**src/rtl/regwrite_trace_tx_pkg.sv**
```systemverilog
// Shared types and constants for the register-write trace transmitter.
// Optional macro REGWRITE_TRACE_TIMESTAMP_EN adds a 16-bit timestamp to every entry.
package trace_pkg;

    localparam int REG_W  = 5;
    localparam int DATA_W = 32;
    localparam int TS_W   = 16;

    localparam logic [2:0] HDR_PLAIN = 3'b101;
    localparam logic [2:0] HDR_TS    = 3'b111;

    localparam int FRAME_LEN_PLAIN = 5;
    localparam int FRAME_LEN_TS    = 7;

    typedef enum logic [2:0] {
        ST_IDLE,
        ST_HDR,
        ST_T1,
        ST_T0,
        ST_D3,
        ST_D2,
        ST_D1,
        ST_D0
    } state_e;

`ifdef REGWRITE_TRACE_TIMESTAMP_EN
    typedef struct packed {
        logic [TS_W-1:0]   ts;
        logic [REG_W-1:0]  rd;
        logic [DATA_W-1:0] data;
    } entry_t;
    localparam logic [2:0] HDR_PREFIX = HDR_TS;
    localparam int         FRAME_LEN  = FRAME_LEN_TS;
`else
    typedef struct packed {
        logic [REG_W-1:0]  rd;
        logic [DATA_W-1:0] data;
    } entry_t;
    localparam logic [2:0] HDR_PREFIX = HDR_PLAIN;
    localparam int         FRAME_LEN  = FRAME_LEN_PLAIN;
`endif

    localparam int ENTRY_W = $bits(entry_t);

endpackage

```
**src/rtl/regwrite_trace_tx_if.sv**
```systemverilog
// Capture (writeback) and byte-stream signals of the trace transmitter.
interface regwrite_trace_tx_if;
    import trace_pkg::*;

    logic              RegWrite;
    logic [REG_W-1:0]  WriteReg;
    logic [DATA_W-1:0] WriteData;
    logic [7:0]        TxData;
    logic              TxValid;
    logic              TxReady;

    modport master (
        output RegWrite, WriteReg, WriteData, TxReady,
        input  TxData, TxValid
    );

    modport slave (
        input  RegWrite, WriteReg, WriteData, TxReady,
        output TxData, TxValid
    );

endinterface

```
**src/rtl/regwrite_trace_tx_fifo.sv**
```systemverilog
// Synchronous FIFO; extra pointer bit distinguishes full from empty.
module trace_fifo #(
    parameter int WIDTH = 8,
    parameter int DEPTH = 4
) (
    input  logic             clk,
    input  logic             rst,
    input  logic             push,
    input  logic             pop,
    input  logic [WIDTH-1:0] din,
    output logic [WIDTH-1:0] dout,
    output logic             full,
    output logic             empty
);

    localparam int AW = $clog2(DEPTH);

    logic [WIDTH-1:0] mem [DEPTH];
    logic [AW:0]      wr_ptr, rd_ptr;

    assign empty = (wr_ptr == rd_ptr);
    assign full  = (wr_ptr[AW] != rd_ptr[AW]) && (wr_ptr[AW-1:0] == rd_ptr[AW-1:0]);
    assign dout  = mem[rd_ptr[AW-1:0]];

    always_ff @(posedge clk or posedge rst) begin
        if (rst) begin
            wr_ptr <= '0;
            rd_ptr <= '0;
        end else begin
            if (push && !full)
                wr_ptr <= wr_ptr + 1'b1;
            if (pop && !empty)
                rd_ptr <= rd_ptr + 1'b1;
        end
    end

    always_ff @(posedge clk) begin
        if (push && !full)
            mem[wr_ptr[AW-1:0]] <= din;
    end

endmodule

```
**src/rtl/regwrite_trace_tx.sv**
```systemverilog
// Traces writes to watched registers and serialises them as byte frames.
// Macro REGWRITE_TRACE_TIMESTAMP_EN: 7-byte frames carrying a 16-bit cycle stamp.
module regwrite_trace_tx
    import trace_pkg::*;
#(
    parameter int          FIFO_DEPTH = 4,
    parameter logic [31:0] WATCH_MASK = 32'h0003_0000
) (
    input  logic                 Clk,
    input  logic                 Rst,
    regwrite_trace_tx_if.slave   trace,
    output logic                 Overflow,
    output logic                 Busy
);

    entry_t push_entry, pop_entry, hold;
    logic   qualify, push, pop, full, empty;
    state_e state, state_nxt;

    assign qualify = trace.RegWrite && (trace.WriteReg != '0) && WATCH_MASK[trace.WriteReg];
    assign push    = qualify && !full;
    // Holding register refills straight from D0 so frames run back to back.
    assign pop     = !empty && ((state == ST_IDLE) || (state == ST_D0 && trace.TxReady));
    assign Busy    = (state != ST_IDLE) || !empty;

`ifdef REGWRITE_TRACE_TIMESTAMP_EN
    logic [TS_W-1:0] ts_cnt;

    always_ff @(posedge Clk or posedge Rst) begin
        if (Rst) ts_cnt <= '0;
        else     ts_cnt <= ts_cnt + 1'b1;
    end

    assign push_entry = '{ts: ts_cnt, rd: trace.WriteReg, data: trace.WriteData};
`else
    assign push_entry = '{rd: trace.WriteReg, data: trace.WriteData};
`endif

    trace_fifo #(
        .WIDTH (ENTRY_W),
        .DEPTH (FIFO_DEPTH)
    ) u_fifo (
        .clk   (Clk),
        .rst   (Rst),
        .push  (push),
        .pop   (pop),
        .din   (push_entry),
        .dout  (pop_entry),
        .full  (full),
        .empty (empty)
    );

    always_ff @(posedge Clk or posedge Rst) begin
        if (Rst) begin
            hold     <= '0;
            Overflow <= 1'b0;
        end else begin
            if (pop)
                hold <= pop_entry;
            if (qualify && full)
                Overflow <= 1'b1;
        end
    end

    always_ff @(posedge Clk or posedge Rst) begin
        if (Rst) state <= ST_IDLE;
        else     state <= state_nxt;
    end

    always_comb begin
        state_nxt = state;
        case (state)
            ST_IDLE: if (!empty) state_nxt = ST_HDR;
`ifdef REGWRITE_TRACE_TIMESTAMP_EN
            ST_HDR:  if (trace.TxReady) state_nxt = ST_T1;
            ST_T1:   if (trace.TxReady) state_nxt = ST_T0;
            ST_T0:   if (trace.TxReady) state_nxt = ST_D3;
`else
            ST_HDR:  if (trace.TxReady) state_nxt = ST_D3;
`endif
            ST_D3:   if (trace.TxReady) state_nxt = ST_D2;
            ST_D2:   if (trace.TxReady) state_nxt = ST_D1;
            ST_D1:   if (trace.TxReady) state_nxt = ST_D0;
            ST_D0:   if (trace.TxReady) state_nxt = empty ? ST_IDLE : ST_HDR;
            default: state_nxt = ST_IDLE;
        endcase
    end

    always_comb begin
        trace.TxValid = 1'b1;
        trace.TxData  = 8'h00;
        case (state)
            ST_HDR:  trace.TxData = {HDR_PREFIX, hold.rd};
`ifdef REGWRITE_TRACE_TIMESTAMP_EN
            ST_T1:   trace.TxData = hold.ts[15:8];
            ST_T0:   trace.TxData = hold.ts[7:0];
`endif
            ST_D3:   trace.TxData = hold.data[31:24];
            ST_D2:   trace.TxData = hold.data[23:16];
            ST_D1:   trace.TxData = hold.data[15:8];
            ST_D0:   trace.TxData = hold.data[7:0];
            default: trace.TxValid = 1'b0;
        endcase
    end

endmodule

```
**src/flat_wrapper.sv**
```systemverilog
// flat-port wrapper written by rule: the top's interface ports become plain ports
module regwrite_trace_tx_flat import trace_pkg::*;
#(
    parameter int          FIFO_DEPTH = 4,
    parameter logic [31:0] WATCH_MASK = 32'h0003_0000
)
  (Clk, Rst, Overflow, Busy, trace_RegWrite, trace_WriteReg, trace_WriteData, trace_TxReady, trace_TxData, trace_TxValid);
  regwrite_trace_tx_if trace_i ();
  input  logic Clk;
  input  logic Rst;
  output logic Overflow;
  output logic Busy;
  input wire logic [$bits(trace_i.RegWrite)-1:0] trace_RegWrite;
  input wire logic [$bits(trace_i.WriteReg)-1:0] trace_WriteReg;
  input wire logic [$bits(trace_i.WriteData)-1:0] trace_WriteData;
  input wire logic [$bits(trace_i.TxReady)-1:0] trace_TxReady;
  output wire logic [$bits(trace_i.TxData)-1:0] trace_TxData;
  output wire logic [$bits(trace_i.TxValid)-1:0] trace_TxValid;
  assign trace_i.RegWrite = trace_RegWrite;
  assign trace_i.WriteReg = trace_WriteReg;
  assign trace_i.WriteData = trace_WriteData;
  assign trace_i.TxReady = trace_TxReady;
  assign trace_TxData = trace_i.TxData;
  assign trace_TxValid = trace_i.TxValid;
  regwrite_trace_tx #(.FIFO_DEPTH(FIFO_DEPTH), .WATCH_MASK(WATCH_MASK)) u_core (.Clk(Clk), .Rst(Rst), .trace(trace_i), .Overflow(Overflow), .Busy(Busy));
endmodule
```
**config.mk**
```make
export PLATFORM = sky130hd
export DESIGN_NAME = regwrite_trace_tx_flat
export DESIGN_NICKNAME = d
export VERILOG_FILES = /design/src/rtl/regwrite_trace_tx_pkg.sv /design/src/rtl/regwrite_trace_tx_if.sv /design/src/rtl/regwrite_trace_tx_fifo.sv /design/src/rtl/regwrite_trace_tx.sv /design/src/flat_wrapper.sv
export SDC_FILE = /design/constraint.sdc
export NUM_CORES = 1
export LEC_CHECK = 0
export CAP_MARGIN = 10
export CORE_MARGIN = 2
export CORE_UTILIZATION = 45
export DETAILED_ROUTE_END_ITERATION = 8
export PLACE_DENSITY_LB_ADDON = 0.25
export SKIP_CTS_REPAIR_TIMING = 1
export SLEW_MARGIN = 5
export SYNTH_ARGS = -nofsm -noshare
export SYNTH_HDL_FRONTEND = slang
export SYNTH_SLANG_ARGS = --single-unit
```
**constraint.sdc**
```tcl
create_clock -name Clk -period 5.7 [get_ports Clk]
set_clock_uncertainty 0.2 [all_clocks]
set_input_delay 1.14 -clock Clk [delete_from_list [all_inputs] [get_ports Clk]]
set_output_delay 1.14 -clock Clk [all_outputs]
set_load 0.02 [all_outputs]
```
==> results.txt, run 1 <==
- Residual DRC: 0
* Buffers added on ports: 51
* Post-synthesis cell area: 7600 um^2
- After synthesis, the share of cell area in mux cells is 18.6%.
- Leaving out fill and tap cells, the most frequent cell in the layout is edfxtp_1.
- Data on the critical path is required at its endpoint by 4.36 ns.
- After detailed placement, the design holds a cell count of 624.
* Total via count in the routed design: 3486
- Total congestion overflow after global routing: 0
- Headroom to the max-slew limit came out at 25.8%.
- Summing the areas of all compound-gate instances in the mapped netlist gives 1.35% of the synthesized area.
* Number of maximum-capacitance violations: 0
* Fraction of the mapped netlist area in simple logic gates: 2.73%
- Number of global-route vias before repair: 3750
- Count of cells along the worst hold path: 1
* Source-to-sink clock delay at the later pin of the worst-skew pair: 0.43 ns
* Final hold viol count: 0
- For the pin with the worst max-slew slack, the measured transition is 1.11 ns.
- The worst-case IR drop observed on VDD is 0.316 mV.
- Avg Synthesized Cell Area: 20.7 um^2
* Die footprint: 18000 um^2
- # IOs: 52
- The number of max-slew violations in the final report was 0.
- Power Dens Cells: 509 nW/um^2
* Crit Path Class: register to output port
- Placeable Area: 16500 um^2
- Counting flops and latches in the post-synthesis netlist gives 195.
- Half-perimeter wire length of the detailed placement result: 7.91 mm
* Cell-internal power: 3.26 mW
* Placement row count: 47
- The analysis attributes to cell leakage a power of 3.05 nW.
- Initial drt markers: 182
* Post-DR vias/cell: 5.31
- The analysis attributes to net switching a power of 1.31 mW.
- Yosys synthesis warning count: 0
* Highest clock rate: 248 MHz
* Portion of total power attributed to combinational logic: 29.8%
- Dividing the final minimum period by the clock period gives 70.7%.
- Area taken by flip-flops and latches: 5620 um^2
* Setup-failing EPs final: 0
- Entering global routing, the biggest net connects 48 pins.
- Clock period minus worst slack: 4.03 ns
- The initial antenna violation count is 0.
- Worst Setup End Kind: output port
* Setup tns final: 0 ns
- Clock tree synthesis inserted a total of 17 buffers.
- In this run, distinct cell masters in the synthesized netlist total 33.
- Once detail routing completed, the nets flagged for antenna violations numbered 0.
- The die is 134 um tall.
- The library cells used most frequently in the layout, excluding fill and tap cells, are edfxtp_1 (148), clkdlybuf4s50_1 (51), dfrtp_1 (46).
* Startpoint class of the critical path: register
- After detailed routing, the average wire length per cell comes to 20.6 um.
- Net switching is 28.6% of the power.
* Sequential Power Share: 41.5%
* Global router's overall resource usage: 16.5%
- For the worst setup path, the data arrival time is 2.69 ns.
- In the synthesized netlist the dominant register cell turns out to be edfxtp_1.
* Number of iterations in the first detailed-routing pass: 4
- Number of inserted diodes: 0
* Dominant combinational cell family by area after synthesis: multiplexers
* Signed area change from the synthesized netlist to the final layout: 18.0%
* Proportion of layout cells with a drive suffix above 1: 28.2%
* Global-route wire length before repair: 21.6 mm
- The die is 134 um wide.
- Number of nets at the end of the flow: 469
- Count of placed standard cells in the final layout, fillers left out: 656
- Worst reg-to-reg path cell count: 4
- Share of total power in the clock network: 28.7%
- Part of the Yosys area used for sequential elements: 73.9%
- Counting flops with an async set or reset pin after synthesis yields a share of 24.1%.
* Largest fanout on the critical path: 18
* Run status: finished clean
* Number of enable-type register cells in the synthesized netlist: 148
- Setup repair after global routing missed its margin: no
- Min-delay worst type: register to register
- Of the total synthesized cell area, the portion taken by full adders, half adders and majority gates is 0.823%.
* Multi-input logic area: 1860 um^2
* Area share of xor/xnor cells in the synthesized design: 0.921%
* Fill cell total of the finished layout: 1286
* Routability cong.: 0.705
- The number of nets handed over by synthesis was 413.
- For this configuration, the core starts out at a cell density of 46.0%.
- The cell count after synthesis came out at 367.
- Clock tree synthesis selected as its root buffer the cell clkbuf_16.
* Clock sinks: 195
- Worst-case clock buffer depth: 2
* Total wire length: 13.5 mm
* Number of levels in the clock H-tree: 4
- Clock-pin slew was measured on the worst setup and hold paths at 0.06 ns.
- CTS tree: built
-- registers in the layout, summed over array words and instances, names as in the netlist, named ones only --
name                  flops
u_core.u_fifo.rd_ptr      3
u_core.Overflow           1
u_core.state              2
u_core.hold              37
u_core.u_fifo.mem       148
u_core.u_fifo.wr_ptr      3
-- cells by family (layout without fill, tap and decap cells) --
kind of cell    after synthesis  count (layout)
compound gates               15              15
xor+xnor                      8               8
fa+ha+maj                     5               5
buf+inv                      22              91
flops                       195             195
mux                          83              83
simple gates                 39              39
-- layout make-up --
| cell class | instances | share of cell area, % |
|---|---|---|
| sequential | 195 | 62.6 |
| clock buffer | 18 | 4.89 |
| multi-input combinational | 150 | 20.8 |
| timing repair buffer | 54 | 5.94 |
| clock inverter | 14 | 2.48 |
| inverter | 5 | 0.209 |
| tap | 220 | 3.07 |
-- cells in the mapped netlist (5+ instances only) --
master,count,area (um^2)
xnor2_1,6,52.6
dfrtp_1,47,1180
mux4_2,43,968
clkbuf_1,5,18.8
edfxtp_1,148,4440
and2_1,5,31.3
inv_1,5,18.8
o21ai_0,8,40.0
ha_1,5,62.6
nand2_1,18,67.6
mux2_2,35,394
-- layer usage --
layer  GRT usage, %  vias up  wire (um)
met5              0        -          0
met4           4.43        0        130
met3           5.14       15        577
met2           26.3       62       6670
met1           22.4     1838       6160
li1               -     1571          -
-- metrics by stage --
stage / power [mW] / setup slack [ns] / instance area, um^2 / util (%) / hold WS, ns
CTS: 4.63 / 1.64 / 8970 / 54.3 / 0.274
finish: 4.57 / 1.67 / 8970 / 54.3 / 0.265
floorplan: 2.91 / 2.36 / 7600 / - / 0.253
global route: 4.80 / 1.52 / 8970 / 54.3 / 0.304
global placement: 3.28 / 1.68 / 8310 / 50.3 / 0.248
detailed placement: 3.31 / 1.56 / 8310 / 50.3 / 0.260
-- worst max-delay path, cell delays in order (launching register included) --
cell and delay [ns]:
dfrtp_1 0.86, mux4_2 0.60, nand2_1 0.09, o21ai_0 0.13, clkdlybuf4s50_1 0.59
-- power by group through the flow --
stage / Clock, mW / Combinational (mW) / Sequential [mW]
floorplan: 0 / 1.08 / 1.83
global placement: 0 / 1.36 / 1.92
detailed placement: 0 / 1.38 / 1.93
CTS: 1.34 / 1.40 / 1.90
global route: 1.40 / 1.48 / 1.92
finish: 1.31 / 1.36 / 1.90
-- final timing paths --
check                           startpoint  slack [ns]                 endpoint
setup / recovery           u_core.state[1]        1.67          trace_TxData[2]
hold / removal             u_core.Overflow        0.26          u_core.Overflow
setup reg to reg           u_core.state[1]        2.68          u_core.hold[18]
hold reg to reg            u_core.Overflow        0.26          u_core.Overflow
max in group asynchronous              Rst        3.55  u_core.u_fifo.rd_ptr[0]
min in group asynchronous              Rst        1.07          u_core.hold[36]
Note: power is estimated with default switching activity, not from simulation.
==> run 2, diff against run 1 <==
- clock period: 5.7 -> 3.9 ns (I/O delays scaled with it)
==> run 2 against run 1 <==
Setup slack lost 1.4 ns; critical endpoint is now trace_TxData[4]; cell area down 0.47%; worst hold slack gained 0.025 ns; global-route usage rose by 0.12 points; register-to-register slack got worse by 1.3 ns; clock power grew 18%; non-clock buffer count increased by 7; core utilization decreased by 0.26 points; largest cell class unchanged; first-iteration DRC count is 40% higher; sequential share of layout area is 0.30 points higher.
==> results.txt, run 2 (synthesis results as in run 1) <==
- Worst-case clock buffer depth: 2 (unchanged)
- The critical path data arrival time came to 2.62 ns (-0.07 ns).
- Peak supply drop: 0.458 mV (+45%)
- The clock-pin slew reported for the worst setup and hold paths after clock tree synthesis came to 0.06 ns (about the same).
- The total via count after detailed routing was 3556 (+2.0%).
- Clock period minus worst slack: 3.60 ns
- The die extent in y is 134 um (unchanged).
- On the critical path, the stage with the largest delay is an instance of dfrtp_1.
- Worst Setup End Kind: output port
* Total congestion overflow after global routing: 0 (unchanged)
- The max-capacitance violation count is 0 (unchanged).
* Worst hold slack after final layout: 0.290 ns (+0.0251 ns)
- Slew Limit Fails: 0 (unchanged)
- The net count reported at finish came to 476 (+1.5%).
- The tightest min-delay check is of the register to register type.
- Most common cell after layout, fill and taps aside: edfxtp_1
* Die footprint: 18000 um^2 (unchanged)
* Critical path depth in cells: 4 (unchanged)
* Global router's overall resource usage: 16.6% (+0.12 points)
- The pin slew with the least headroom to its limit is 1.02 ns (-0.0967 ns).
- The core utilization of the finished layout is 54.1% (-0.26 points).
- The ratio of total power to cell area was 709 nW/um^2 (+39%).
* Remaining antenna violation count after routing: 0 (unchanged)
- Highest clock rate: 278 MHz
* Post-DR vias/cell: 5.36 (+0.78%)
- Routed wirelength normalized by instance count: 20.9 um (+1.3%)
* Final worst path period share: 92.4%
* Crit Path Class: register to output port
- The count of endpoints failing hold in the final timing report is 0 (unchanged).
- Signed area change from the synthesized netlist to the final layout: 17.5%
* Placeable Area: 16500 um^2 (unchanged)
- In the layout the commonest cells are edfxtp_1 (148), clkdlybuf4s50_1 (51), dfrtp_1 (46).
* CTS tree: built
- Antenna violations before repair: 0 (unchanged)
* Number of iterations in the first detailed-routing pass: 5 (+1)
- Worst slew slack as a fraction of its limit: 32.2% (+6.4 points)
- Setup-failing EPs final: 0 (unchanged)
- The post-detailed-placement half-perimeter wirelength was 8.70 mm (+10%).
* Count of cells along the worst hold path: 1 (unchanged)
- The final total negative setup slack was 0 ns (unchanged).
- The flip-flop count of the largest register after layout was 148 (unchanged).
* Placement row count: 47 (unchanged)
- The TritonCTS sink count came to 195 (unchanged).
* Starting density of the core: 46.0% (unchanged)
* Startpoint class of the critical path: register
- Total wire length: 13.9 mm (+2.6%)
* CTS root buf: clkbuf_16
- Routability cong.: 0.736 (+4.4%)
- The insertion delay to the later sink of the worst-skew pair came to 0.42 ns (about the same).
* Die X-Extent: 134 um (unchanged)
- Proportion of layout cells with a drive suffix above 1: 28.4% (+0.23 points)
- The count of buffer and inverter cells on the critical path came to 1 (unchanged).
- Inserted Clock Buffers: 17 (unchanged)
* Worst reg-to-reg path cell count: 5 (+1)
- The static leakage came to 3.03 nW (-0.74%).
* Count of placed standard cells in the final layout, fillers left out: 664 (+1.2%)
- The number of remaining DRC errors was 0 (unchanged).
* Cells after DPL: 631 (+1.1%)
- Required time of the worst setup path: 2.92 ns (-1.44 ns)
- The total of buffers placed on input and output ports is 51 (unchanged).
- Run status: finished clean
- The first-pass GRT wire length came to 21.6 mm (+0.22%).
- Crit-path cells: mux4_2, nand2_1, o21ai_0, clkdlybuf4s50_1
* Setup repair after global routing missed its margin: no
* Delay-heaviest family, CP: flip-flops
- Pin count of the biggest net entering global routing: 48 (unchanged)
- Initial drt markers: 255 (+40%)
- The count of boundary I/O pins came to 52 (unchanged).
- The number of global-route vias before repair was 3775 (+0.67%).
- Number of levels in the clock H-tree: 4 (unchanged)
* Crit path largest cell delay: 0.81 ns (-0.05 ns)
* Largest fanout on the critical path: 18 (unchanged)
## run 2: stage by stage
| step | power (mW) | area (um^2) | setup slack [ns] |
|---|---|---|---|
| 2_1_floorplan | 4.26 | 7600 | 0.918 |
| 3_3_place_gp | 4.82 | 8400 | 0.679 |
| 3_5_place_dp | 4.87 | 8400 | 0.543 |
| 4_1_cts | 6.42 | 8930 | 0.267 |
| 5_1_grt | 6.65 | 8930 | 0.0733 |
| 6_report | 6.33 | 8930 | 0.297 |
## run 2: final cells by class
type,instances,area (um^2)
repair buffers,61,623
well taps,220,275
flip-flops and latches,195,5620
diodes,1,2.50
clock inverters,9,58.8
inverters,5,18.8
fillers,1306,7590
clock buffers,23,468
multi-input cells,150,1860
## run 2: worst register-to-register path, cell delays in order, from the launching register on
cell and delay (ns):
dfrtp_1 0.41, xnor2_1 0.36, and3b_1 0.27, nor2b_1 0.31, and2_2 0.38, buf_12 0.26
## run 2: path summary, 6_finish.rpt
check,start,to,slack (ns)
worst max-delay path,u_core.state[1],trace_TxData[4],0.30
min in group asynchronous,Rst,u_core.hold[36],0.71
worst min register to register,u_core.u_fifo.wr_ptr[2],u_core.u_fifo.wr_ptr[2],0.29
worst max register to register,u_core.u_fifo.rd_ptr[2],u_core.u_fifo.mem[0][16],1.39
worst min-delay path,u_core.u_fifo.wr_ptr[2],u_core.u_fifo.wr_ptr[2],0.29
max in group asynchronous,Rst,u_core.u_fifo.rd_ptr[0],2.09
## run 2: where the power goes
part	total (mW)	switching (mW)	leakage, nW	internal [mW]
Clock	1.55	0.701	0.249	0.846
Sequential	2.78	0.256	1.89	2.52
Combinational	2.01	0.916	0.891	1.09
Total	6.33	1.87	3.03	4.46
## run 2: routing by layer
metal / vias to the layer above / track usage, % / wire [um]
met5: - / 0 / 0
met1: 1876 / 22.0 / 6140
met4: 0 / 5.85 / 214
met3: 16 / 4.08 / 585
li1: 1586 / - / -
met2: 78 / 27.2 / 6940
